<file path="src/rtl/ysyx_25040109_csr_pkg.sv">
// Shared CSR definitions for the NPC core: addresses, mstatus bit positions,
// the trap-sequencer state type and the mstatus update helpers.
package ysyx_25040109_csr_pkg;

  localparam logic [11:0] CSR_MSTATUS = 12'h300;
  localparam logic [11:0] CSR_MTVEC   = 12'h305;
  localparam logic [11:0] CSR_MEPC    = 12'h341;
  localparam logic [11:0] CSR_MCAUSE  = 12'h342;

  localparam int MSTATUS_MIE    = 3;
  localparam int MSTATUS_MPIE   = 7;
  localparam int MSTATUS_MPP_LO = 11;
  localparam int MSTATUS_MPP_HI = 12;
  // Only the low bits up to MPP are touched by trap entry/return.
  localparam int MSTATUS_LO_W   = MSTATUS_MPP_HI + 1;

  localparam logic [31:0] CAUSE_ECALL_M = 32'd11;

  typedef enum logic [2:0] {
    TS_IDLE,
    TS_T_MEPC,
    TS_T_MCAUSE,
    TS_T_MSTAT,
    TS_R_MSTAT,
    TS_REDIR
  } trap_state_e;

  // Trap entry: stash MIE into MPIE, disable interrupts, record M-mode as previous mode.
  function automatic logic [MSTATUS_LO_W-1:0] mstatus_trap_lo(input logic [MSTATUS_LO_W-1:0] m);
    logic [MSTATUS_LO_W-1:0] r;
    r = m;
    r[MSTATUS_MPIE] = m[MSTATUS_MIE];
    r[MSTATUS_MIE]  = 1'b0;
    r[MSTATUS_MPP_HI:MSTATUS_MPP_LO] = 2'b11;
    return r;
  endfunction

  // Trap return: restore MIE from MPIE, set MPIE, previous mode stays M (M-only core).
  function automatic logic [MSTATUS_LO_W-1:0] mstatus_mret_lo(input logic [MSTATUS_LO_W-1:0] m);
    logic [MSTATUS_LO_W-1:0] r;
    r = m;
    r[MSTATUS_MIE]  = m[MSTATUS_MPIE];
    r[MSTATUS_MPIE] = 1'b1;
    r[MSTATUS_MPP_HI:MSTATUS_MPP_LO] = 2'b11;
    return r;
  endfunction

endpackage

</file>
<file path="src/rtl/ysyx_25040109_trap_seq.sv">
// Trap/return sequencer: owns the single CSR write port and serialises the
// mepc/mcause/mstatus updates of a trap (or the mstatus update of an mret),
// then issues a one-cycle PC redirect. Core CSR writes pass through when idle.
module ysyx_25040109_trap_seq
  import ysyx_25040109_csr_pkg::*;
#(
  parameter int DATA_WIDTH = 32
) (
  input  logic                  clock,
  input  logic                  reset,
  input  logic                  trap_req,
  input  logic [DATA_WIDTH-1:0] trap_pc,
  input  logic [DATA_WIDTH-1:0] trap_cause,
  input  logic                  mret_req,
  input  logic                  core_csr_we,
  input  logic [11:0]           core_csr_addr,
  input  logic [DATA_WIDTH-1:0] core_csr_wdata,
  input  logic [DATA_WIDTH-1:0] csr_rdata,
  input  logic [DATA_WIDTH-1:0] mtvec_in,
  input  logic [DATA_WIDTH-1:0] mepc_in,
  output logic                  csr_we,
  output logic [11:0]           csr_addr,
  output logic [DATA_WIDTH-1:0] csr_wdata,
  output logic                  busy,
  output logic                  redirect_valid,
  output logic [DATA_WIDTH-1:0] redirect_pc
);

  // Clears the two low bits of a PC/vector; mtvec mode bits are ignored (direct mode only).
  localparam logic [DATA_WIDTH-1:0] ALIGN_MASK = {{(DATA_WIDTH-2){1'b1}}, 2'b00};

  trap_state_e           state_q;
  logic [DATA_WIDTH-1:0] pc_q;
  logic [DATA_WIDTH-1:0] cause_q;
  logic                  is_mret_q;

  // Sequencer state and request latches; trap has priority over mret.
  always_ff @(posedge clock) begin
    if (reset) begin
      state_q   <= TS_IDLE;
      pc_q      <= '0;
      cause_q   <= '0;
      is_mret_q <= 1'b0;
    end else begin
      case (state_q)
        TS_IDLE: begin
          if (trap_req) begin
            pc_q      <= trap_pc;
            cause_q   <= trap_cause;
            is_mret_q <= 1'b0;
            state_q   <= TS_T_MEPC;
          end else if (mret_req) begin
            is_mret_q <= 1'b1;
            state_q   <= TS_R_MSTAT;
          end
        end
        TS_T_MEPC:   state_q <= TS_T_MCAUSE;
        TS_T_MCAUSE: state_q <= TS_T_MSTAT;
        TS_T_MSTAT:  state_q <= TS_REDIR;
        TS_R_MSTAT:  state_q <= TS_REDIR;
        TS_REDIR:    state_q <= TS_IDLE;
        default:     state_q <= TS_IDLE;
      endcase
    end
  end

  // CSR port mux, stall and redirect; mstatus is a same-cycle read-modify-write.
  always_comb begin
    csr_we         = 1'b0;
    csr_addr       = core_csr_addr;
    csr_wdata      = core_csr_wdata;
    busy           = 1'b0;
    redirect_valid = 1'b0;
    redirect_pc    = '0;
    if (!reset) begin
      busy = (state_q != TS_IDLE) | trap_req | mret_req;
      case (state_q)
        TS_IDLE: begin
          // An accepted request discards the committing instruction's CSR write.
          csr_we = core_csr_we & ~trap_req & ~mret_req;
        end
        TS_T_MEPC: begin
          csr_we    = 1'b1;
          csr_addr  = CSR_MEPC;
          csr_wdata = pc_q & ALIGN_MASK;
        end
        TS_T_MCAUSE: begin
          csr_we    = 1'b1;
          csr_addr  = CSR_MCAUSE;
          csr_wdata = cause_q;
        end
        TS_T_MSTAT: begin
          csr_we    = 1'b1;
          csr_addr  = CSR_MSTATUS;
          csr_wdata = {csr_rdata[DATA_WIDTH-1:MSTATUS_LO_W],
                       mstatus_trap_lo(csr_rdata[MSTATUS_LO_W-1:0])};
        end
        TS_R_MSTAT: begin
          csr_we    = 1'b1;
          csr_addr  = CSR_MSTATUS;
          csr_wdata = {csr_rdata[DATA_WIDTH-1:MSTATUS_LO_W],
                       mstatus_mret_lo(csr_rdata[MSTATUS_LO_W-1:0])};
        end
        TS_REDIR: begin
          redirect_valid = 1'b1;
          redirect_pc    = is_mret_q ? (mepc_in & ALIGN_MASK) : (mtvec_in & ALIGN_MASK);
        end
        default: begin
          csr_we = 1'b0;
        end
      endcase
    end
  end

endmodule

</file>
<file path="config.mk">
export PLATFORM = sky130hd
export DESIGN_NAME = ysyx_25040109_trap_seq
export DESIGN_NICKNAME = d
export VERILOG_FILES = /design/src/rtl/ysyx_25040109_csr_pkg.sv /design/src/rtl/ysyx_25040109_trap_seq.sv
export SDC_FILE = /design/constraint.sdc
export NUM_CORES = 1
export LEC_CHECK = 0
export CORE_MARGIN = 3
export CORE_UTILIZATION = 38
export CTS_CLUSTER_SIZE = 24
export DETAILED_ROUTE_END_ITERATION = 10
export HOLD_SLACK_MARGIN = 0.06
export PLACE_DENSITY = 0.85
export SYNTH_ARGS = -nofsm -noshare
export SYNTH_HDL_FRONTEND = slang
export SYNTH_SLANG_ARGS = --single-unit
</file>
<file path="constraint.sdc">
create_clock -name clock -period 4.1 [get_ports clock]
set_input_delay 1.23 -clock clock [delete_from_list [all_inputs] [get_ports clock]]
set_output_delay 1.23 -clock clock [all_outputs]
set_load 0.005 [all_outputs]
</file>
==> impl_metrics.py, run 1 <==
metrics = {
    "layout": {
        "layout-drive-gt1-share_pct": 6.355,
        "final_nets": 1038,
        "fin_cells": 1003,
        "area_growth_pct": 65.97,
        "stdcell_area_um2": 7841,
    },
    "setup_path": {
        "cp-start-kind": "input pin",
        "critical_path_class": "in2out",
        "r2r_start": "state_q[0]",
        "crit_fanout": 20,
        "crit_arrival_ps": 2810,
        "startpoint": "reset",
        "end_kind": "output pin",
        "reg2reg_slack_ps": 2220,
        "crit_required_ps": 2870,
    },
    "detailed_routing": {
        "routedLengthMet1_um": 6886,
        "wl_per_cell_um": 16.21,
        "drc": 0,
        "via_count": 5103,
        "vias_per_cell": 5.088,
        "drt_pass1_iterations": 4,
        "detail_route.wirelength_um": 16260,
        "top_layer": "met4",
        "wl_met3_um": 1074,
        "wl_met2_um": 8116,
        "drtIter0Drc": 342,
        "ant_nets": 0,
    },
    "logic_synthesis": {
        "async_reset_ff_share_pct": 0,
        "yosysSeqAreaShare_pct": 27.97,
        "ys_warn_count": 0,
        "synth.most_common_cell": "nand2_1",
        "synthCells": 581,
        "synth_top_area_share_pct": 27.97,
        "ys_ff_latch": 66,
        "synth_flop_cell": "dfxtp_1",
        "yosysUniqueCellTypes": 39,
        "synth_top_area_cell": "dfxtp_1",
        "synth_area_um2": 4725,
        "synth_edf_count": 0,
        "syn_avg_cell_area_um2": 8.132,
        "synthTopCellsByCount": "126 x nand2_1, 68 x a21oi_1, 66 x dfxtp_1",
        "synth_area_leaders": "dfxtp_1 28%, or4bb_1 13%, mux2i_1 12%",
    },
    "sta": {
        "finalCritPeriodShare_pct": 98.58,
        "finalWorstSetupSlack_ps": 58.26,
        "tightest_slew_ps": 516.9,
        "tns_ps": 0,
        "clock_skew_ps": 6.855,
        "rsz0062_at_grt": "false",
        "slew_viol_final": 0,
        "fin_crit_ps": 4042,
        "max_freq_ghz": 0.2474,
        "final-hold-violation-count": 0,
        "slew-limit-headroom_pct": 65.54,
        "setup_viol": 0,
    },
    "floorplan": {
        "num_rows": 40,
        "die-area_um2": 13810,
        "initial_utilization_pct": 39.17,
        "die_w_um": 117.5,
        "die_h_um": 117.5,
        "pin_count": 288,
        "coreArea_um2": 12060,
    },
    "power_and_ir_drop": {
        "p_sw_uw": 735.9,
        "p_leak_uw": 0.002798,
        "pwr-share-seq_pct": 31.3,
        "power.internal_uw": 1719,
        "switching_share_pct": 29.98,
        "total_power_uw": 2455,
        "p_comb_share_pct": 36.7,
        "irDropWorstVdd_v": 0.0001805,
        "pwr-share-clk_pct": 32.0,
        "power_density_nw_per_um2": 313.1,
    },
    "global_routing": {
        "grt_pass1_vias": 5054,
        "grt_overflow": 0,
        "grt_max_degree": 56,
        "grt_pass1_wl_um": 25850,
        "antenna_found_initial": 1,
        "grt_usage_pct": 22.56,
    },
    "clocking": {
        "cts_resized": 31,
        "cts-buffers-inserted": 9,
        "cts.reportedPaths.clkPinSlew_ps": 50,
        "cts-root-buf": "clkbuf_16",
        "clk_path_buf_depth": 2,
        "cts_setup_buffers": 0,
        "htreeDepth": 3,
        "clk_latency_ps": 320,
        "tritoncts": "built",
        "ctsHoldBuffers": 0,
        "cts.sinks": 66,
    },
    "placement": {
        "globalplace.congestion": 0.7788,
        "dpl-instance-area_um2": 7559,
        "port_buffers": 277,
        "dp_hpwl_um": 12020,
        "pre_cts_ws_ps": -119.7,
        "dp_cells": 986,
    },
    "flow_run": {
        "drv_cap": 0,
    },
    "run_status": {
        "outcome": "finished clean",
    },
    "worst_hold_path": {
        "hp-start": "cause_q[24]",
        "hold_path_class": "reg2reg",
    },
}
## sequential cells by signal, indices dropped and copies added, names as in the netlist
signal and flops:
cause_q 32, is_mret_q 1, pc_q 30, state_q 3
## kinds of logic (layout without fill, tap and decap cells)
group	Yosys count	in the layout	share of synthesized area, %
and+or+nand+nor	248	248	30.27
buffers and inverters	67	319	8.236
DFF	66	66	27.97
muxes	84	84	18.51
other	1	3	0.07937
AOI/OAI and AO/OA	115	115	14.94
## final timing paths
path                            cells after the start             to
worst max-delay path                                6  csr_wdata[14]
worst min-delay path                                2    cause_q[24]
worst max register to register                      5    cause_q[20]
worst min register to register                      2    cause_q[24]
## critical path: stages
cell and delay (ps):
buf_2 130, or4b_4 510, o21ai_4 110, buf_12 200, mux2_1 350, dlygate4sd2_1 270
## metrics by stage
stage / hold slack, ps / utilization, %
global placement: 437.7 / 62.67
floorplan: 431.3 / -
finish: 447.3 / 65.01
CTS: 449.5 / 64.89
detailed placement: 442.4 / 62.67
global route: 462.1 / 65.01
## cell usage in the layout, fill, tap and decap left out, types with 5 or more instances in the layout
| master | count |
|---|---|
| a21oi_1 | 68 |
| nor2_1 | 38 |
| or2_1 | 5 |
| mux2i_1 | 57 |
| or4bb_1 | 53 |
| nand2_1 | 126 |
| nand2b_1 | 6 |
| nor2b_1 | 10 |
| o211ai_1 | 28 |
| mux2_1 | 26 |
| clkbuf_16 | 9 |
| dfxtp_1 | 62 |
| clkdlybuf4s50_1 | 245 |
| buf_4 | 18 |
| dlygate4sd2_1 | 31 |
## cell type report
| type | count | area (um2) |
|---|---|---|
| Fill cell | 1034 | 4220 |
| Multi-Input combinational cell | 449 | 3027 |
| Timing Repair Buffer | 300 | 2955 |
| Sequential cell | 66 | 1329 |
| Clock buffer | 12 | 256.5 |
| Tap cell | 168 | 210.2 |
| Clock inverter | 4 | 50.05 |
| Inverter | 3 | 11.26 |
| Antenna cell | 1 | 2.502 |
## metal layers
layer	vias up	global-route usage (%)
li1	2551	-
met1	2368	28.65
met2	169	38.95
met3	15	5.190
met4	0	5.348
met5	-	0
## power groups by stage
stage | Clock (uW) | Sequential, uW | Combinational, uW
after detailed placement | 0 | 782 | 942
after global routing | 828 | 778 | 989
final | 785 | 768 | 902
after global placement | 0 | 779 | 928
after floorplan | 0 | 743 | 543
after CTS | 800 | 768 | 910
No activity file was read; power rests on OpenSTA's default activity.
==> run 2, diff against run 1 <==
--- a/config.mk
+++ b/config.mk
@@ -9,8 +9,10 @@
 export CORE_UTILIZATION = 38
 export CTS_CLUSTER_SIZE = 24
 export DETAILED_ROUTE_END_ITERATION = 10
+export GPL_ROUTABILITY_DRIVEN = 0
 export HOLD_SLACK_MARGIN = 0.06
 export PLACE_DENSITY = 0.85
+export REMOVE_ABC_BUFFERS = 1
 export SYNTH_ARGS = -nofsm -noshare
 export SYNTH_HDL_FRONTEND = slang
 export SYNTH_SLANG_ARGS = --single-unit
==> run 2 against run 1 <==
Effect of this change:
- final cell count is 0.30% higher
- maximum frequency is 0.89% lower
- critical path type unchanged
- worst hold slack hardly changed
- cell area is 0.45% higher
- first-iteration DRC count is 34% lower
- core utilization is 0.29 points higher
- sequential power hardly changed
- critical path depth stayed put
- sequential cell count stayed put
==> impl_metrics.py, run 2 (synthesized netlist as in run 1, its figures left out) <==
metrics = {
    "clocking": {
        "cts-root-buf": "clkbuf_16",
        "clk_latency_ps": 320,
        "clk_path_buf_depth": 2,
        "htreeDepth": 3,
        "cts.reportedPaths.clkPinSlew_ps": 50,
        "cts.sinks": 66,
        "cts-buffers-inserted": 9,
        "ctsHoldBuffers": 0,
        "tritoncts": "built",
        "cts_setup_buffers": 0,
    },
    "setup_path": {
        "cp-start-kind": "input pin",
        "critical_path_class": "in2out",
        "critical_path.slowest_cell": "or4b_4",
        "critical_path.max_stage_delay_ps": 510,
        "end_kind": "output pin",
        "crit_required_ps": 2870,
        "crit_fanout": 21,
        "crit_chain": "buf_2 > or4b_4 > o21ai_4 > buf_12 > a2bb2oi_1 > clkdlybuf4s50_1",
        "crit_arrival_ps": 2850,
    },
    "layout": {
        "fillCellCount": 1060,
        "n_antenna_cell": 0,
        "final_cell_mix": "244 x clkdlybuf4s50_1, 126 x nand2_1, 68 x a21oi_1, 62 x dfxtp_1, 57 x mux2i_1",
        "largest_reg_flops": 32,
        "final_nets": 1042,
        "final_common_cell": "clkdlybuf4s50_1",
        "fin_cells": 1006,
        "top_register": "cause_q",
        "area_growth_pct": 66.71,
        "layout-drive-gt1-share_pct": 6.683,
        "top_regs": "cause_q: 32 flops, pc_q: 30 flops, state_q: 3 flops",
    },
    "global_routing": {
        "grt_pass1_vias": 4854,
        "antenna_found_initial": 0,
        "grt_overflow": 0,
        "grt_max_degree": 61,
        "grt_usage_pct": 22.90,
        "grt_pass1_wl_um": 25960,
    },
    "detailed_routing": {
        "vias_per_cell": 5.079,
        "via_count": 5109,
        "detail_route.wirelength_um": 16530,
        "ant_nets": 0,
        "drc": 0,
        "drtIter0Drc": 226,
        "wl_per_cell_um": 16.43,
        "drt_pass1_iterations": 5,
    },
    "placement": {
        "dp_cells": 990,
        "dp_hpwl_um": 12480,
        "port_buffers": 277,
    },
    "sta": {
        "final-hold-violation-count": 0,
        "tns_ps": 0,
        "slew_viol_final": 0,
        "setup_viol": 0,
        "slew-limit-headroom_pct": 55.14,
        "max_freq_ghz": 0.2452,
        "finalCritPeriodShare_pct": 99.46,
        "fin_crit_ps": 4078,
        "clock_skew_ps": 7.336,
        "rsz0062_at_grt": "true",
        "tightest_slew_ps": 672.9,
        "fin_hold_ws_ps": 447.6,
    },
    "power_and_ir_drop": {
        "power_density_nw_per_um2": 321.8,
        "p_leak_uw": 0.002858,
        "irDropWorstVdd_v": 0.0001941,
        "total_power_uw": 2535,
    },
    "floorplan": {
        "pin_count": 288,
        "initial_utilization_pct": 39.17,
        "die_h_um": 117.5,
        "die-area_um2": 13810,
        "coreArea_um2": 12060,
        "num_rows": 40,
        "die_w_um": 117.5,
    },
    "flow_run": {
        "drv_cap": 0,
    },
    "run_status": {
        "outcome": "finished clean",
    },
    "worst_hold_path": {
        "hold_path_class": "reg2reg",
    },
}
==> run 2: changes by cell type in the layout (fill, tap and decap cells not counted), sizes merged <==
cell	previous run	this run
buf	24	28
bufinv	1	2
clkbuf	12	11
clkdlybuf4s50	245	244
clkinvlp	2	1
diode	1	0
dlygate4sd2	31	28
dlymetal6s2s	0	4
inv	3	4
==> run 2: worst paths after layout <==
kind / from / end / slack, ps / cells past startpoint
worst max register to register: state_q[2] / pc_q[20] / 1860 / 6
worst min register to register: cause_q[26] / cause_q[26] / 450 / 2
worst min-delay path: cause_q[26] / cause_q[26] / 450 / 2
worst max-delay path: reset / csr_wdata[12] / 20 / 6
==> run 2: critical path: cells and delay by family <==
kind | cells | cell delay (ps)
simple gates | 1 | 510
compound gates | 2 | 280
buf+inv | 3 | 820
==> run 2: power by group <==
group	leakage [uW]	internal (uW)	total (uW)	switching (uW)
registers	0.000543	708	765	56.9
clock network	0.000162	569	860	291
logic	0.00215	512	910	398
total	0.00286	1790	2530	746
==> run 2: through the flow <==
| step | utilization [%] | area [um2] | setup slack, ps |
|---|---|---|---|
| floorplan | - | 4350 | -587.0 |
| global route | 65.30 | 7876 | -42.32 |
| finish | 65.30 | 7876 | 21.96 |
| detailed placement | 62.71 | 7564 | -115.5 |
| CTS | 65.22 | 7866 | 15.66 |
| global placement | 62.71 | 7564 | -88.41 |
==> run 2: final cells by class <==
| type | count | area (um2) | share of cell area, % |
|---|---|---|---|
| inverters | 3 | 11.26 | 0.1430 |
| multi-input cells | 449 | 3018 | 38.32 |
| clock inverters | 5 | 85.08 | 1.080 |
| well taps | 168 | 210.2 | 2.669 |
| flip-flops and latches | 66 | 1329 | 16.87 |
| clock buffers | 11 | 252.7 | 3.209 |
| repair buffers | 304 | 2970 | 37.71 |
==> run 2: layer usage <==
layer	wire (um)	track usage, %
met5	0	0
met4	310	5.641
met3	1128	6.199
met2	8283	40.07
met1	6807	27.99
==> run 2: timing repair <==
item                       4_1_cts  5_1_grt
setup endpoints to repair       28        7
cloned                           0        0
resized for setup               28        4
==> run 3, diff against run 2 <==
==> constraint.sdc (replaced) <==
create_clock -name clock -period 4.3 [get_ports clock]
set_input_delay 1.29 -clock clock [delete_from_list [all_inputs] [get_ports clock]]
set_output_delay 1.29 -clock clock [all_outputs]
set_load 0.005 [all_outputs]
==> run 3 against run 2 <==
Effect of this change:
- total power shrank 8.3%
- routed wire length grew 0.41%
- register-to-register slack lost 30 ps
- final cell count shrank 0.50%
- first-iteration DRC count shrank 1.8%
- sequential power shrank 2%
- via count shrank 1.2%
- combinational power shrank 6.5%
- sequential cell count is the same
- critical endpoint is now csr_wdata[0]
- largest cell class unchanged
==> impl_metrics.py, run 3 (synthesized netlist as in run 1, its figures left out) <==
metrics = {
    "sta": {
        "rsz0062_at_grt": "false",
        "final-hold-violation-count": 0,
        "fin_crit_ps": 4260,
        "finalCritPeriodShare_pct": 99.08,
        "slew_viol_final": 0,
        "tns_ps": 0,
        "tightest_slew_ps": 679.9,
        "fin_hold_ws_ps": 447.9,
        "slew-limit-headroom_pct": 54.68,
        "setup_viol": 0,
        "max_freq_ghz": 0.2347,
        "clock_skew_ps": 9.477,
    },
    "setup_path": {
        "crit_required_ps": 3010,
        "crit_arrival_ps": 2970,
        "end_kind": "output pin",
        "startpoint": "reset",
        "crit_chain": "buf_2 > or4b_4 > o21ai_4 > buf_12 > o221a_1 > clkdlybuf4s50_1",
        "critical_path.slowest_cell": "or4b_4",
        "cp_top_family": "buffers and inverters",
        "cp-start-kind": "input pin",
        "critical_path_class": "in2out",
        "path_buf_inv": 3,
        "r2r_start": "state_q[0]",
        "critical_path.max_stage_delay_ps": 510,
        "crit_fanout": 21,
    },
    "worst_hold_path": {
        "hp-start": "cause_q[22]",
        "hold_path_class": "reg2reg",
    },
    "clocking": {
        "htreeDepth": 3,
        "clk_latency_ps": 320,
        "cts.sinks": 66,
        "tritoncts": "built",
        "cts-buffers-inserted": 9,
        "cts-root-buf": "clkbuf_16",
        "cts_setup_buffers": 0,
        "cts_resized": 27,
        "clk_path_buf_depth": 2,
        "ctsHoldBuffers": 0,
        "cts.reportedPaths.clkPinSlew_ps": 60,
    },
    "layout": {
        "top_regs": "cause_q: 32 flops, pc_q: 30 flops, state_q: 3 flops",
        "final_util_pct": 64.90,
        "final_common_cell": "clkdlybuf4s50_1",
        "n_antenna_cell": 0,
        "layout-drive-gt1-share_pct": 6.122,
        "area_growth_pct": 65.68,
        "largest_reg_flops": 32,
        "top_register": "cause_q",
        "fillCellCount": 1044,
        "final_nets": 1037,
        "final_cell_mix": "249 x clkdlybuf4s50_1, 126 x nand2_1, 68 x a21oi_1, 62 x dfxtp_1, 57 x mux2i_1",
    },
    "power_and_ir_drop": {
        "power_density_nw_per_um2": 297.1,
        "p_leak_uw": 0.002791,
        "irDropWorstVdd_v": 0.0001845,
    },
    "detailed_routing": {
        "vias_per_cell": 5.045,
        "drt_pass1_iterations": 4,
        "wl_per_cell_um": 16.58,
        "detail_route.wirelength_um": 16600,
        "drtIter0Drc": 222,
        "via_count": 5050,
        "drc": 0,
        "ant_nets": 0,
    },
    "global_routing": {
        "grt_usage_pct": 22.77,
        "grt_pass1_vias": 4954,
        "grt_overflow": 0,
        "grt_max_degree": 50,
        "antenna_found_initial": 0,
        "grt_pass1_wl_um": 25940,
    },
    "floorplan": {
        "num_rows": 40,
        "coreArea_um2": 12060,
        "die-area_um2": 13810,
        "pin_count": 288,
        "die_h_um": 117.5,
        "die_w_um": 117.5,
        "initial_utilization_pct": 39.17,
    },
    "placement": {
        "dp_hpwl_um": 12450,
        "port_buffers": 277,
    },
    "run_status": {
        "outcome": "finished clean",
    },
    "flow_run": {
        "drv_cap": 0,
    },
}
==> run 3: cell count changes in the layout (fill, tap and decap cells not counted), moves of 2 or more <==
cell,delta
buf_12,+3
buf_4,-8
clkbuf_8,-2
clkdlybuf4s50_1,+5
dlymetal6s2s_1,-4
==> run 3: final timing paths <==
| check | slack (ps) | depth (start not counted) | end |
|---|---|---|---|
| setup / recovery | 40 | 6 | csr_wdata[0] |
| setup reg to reg | 1830 | 5 | pc_q[31] |
| hold / removal | 450 | 2 | cause_q[22] |
| hold reg to reg | 450 | 2 | cause_q[22] |
==> run 3: area by class of cell <==
type                       count  area, um2  area share [%]
multi-input combinational    449       3020           38.59
timing repair buffer         299       2962           37.84
sequential                    66       1329           16.98
clock buffer                  10      229.0           2.925
tap                          168      210.2           2.685
clock inverter                 6      66.31          0.8472
inverter                       3      11.26          0.1439
==> run 3: tightest hold or removal path, cell delays in order (launching register included) <==
cell	delay (ps)
dfxtp_1	300
nand2_1	50
a21oi_1	50
==> run 3: metrics by stage <==
step / power (uW) / setup slack (ps) / instance area (um2) / std cells
finish: 2325 / 39.67 / 7828 / 1001
global route: 2456 / 5.841 / 7828 / 1001
CTS: 2355 / 18.71 / 7825 / 1001
detailed placement: 1653 / -68.54 / 7564 / 985
global placement: 1633 / -26.41 / 7564 / 985
floorplan: 1151 / -447.0 / 4350 / 518
==> run 3: report_power, final <==
group          internal (uW)  switching [uW]
Clock                    450             273
Combinational            492             358
Sequential               675            77.2
==> run 3: metal layers <==
metal,GRT usage [%],routed length (um),vias up
met3,5.911,1154,15
met2,41.84,8514,170
met5,0,0,-
met4,4.762,183,0
li1,-,-,2544
met1,26.68,6744,2321
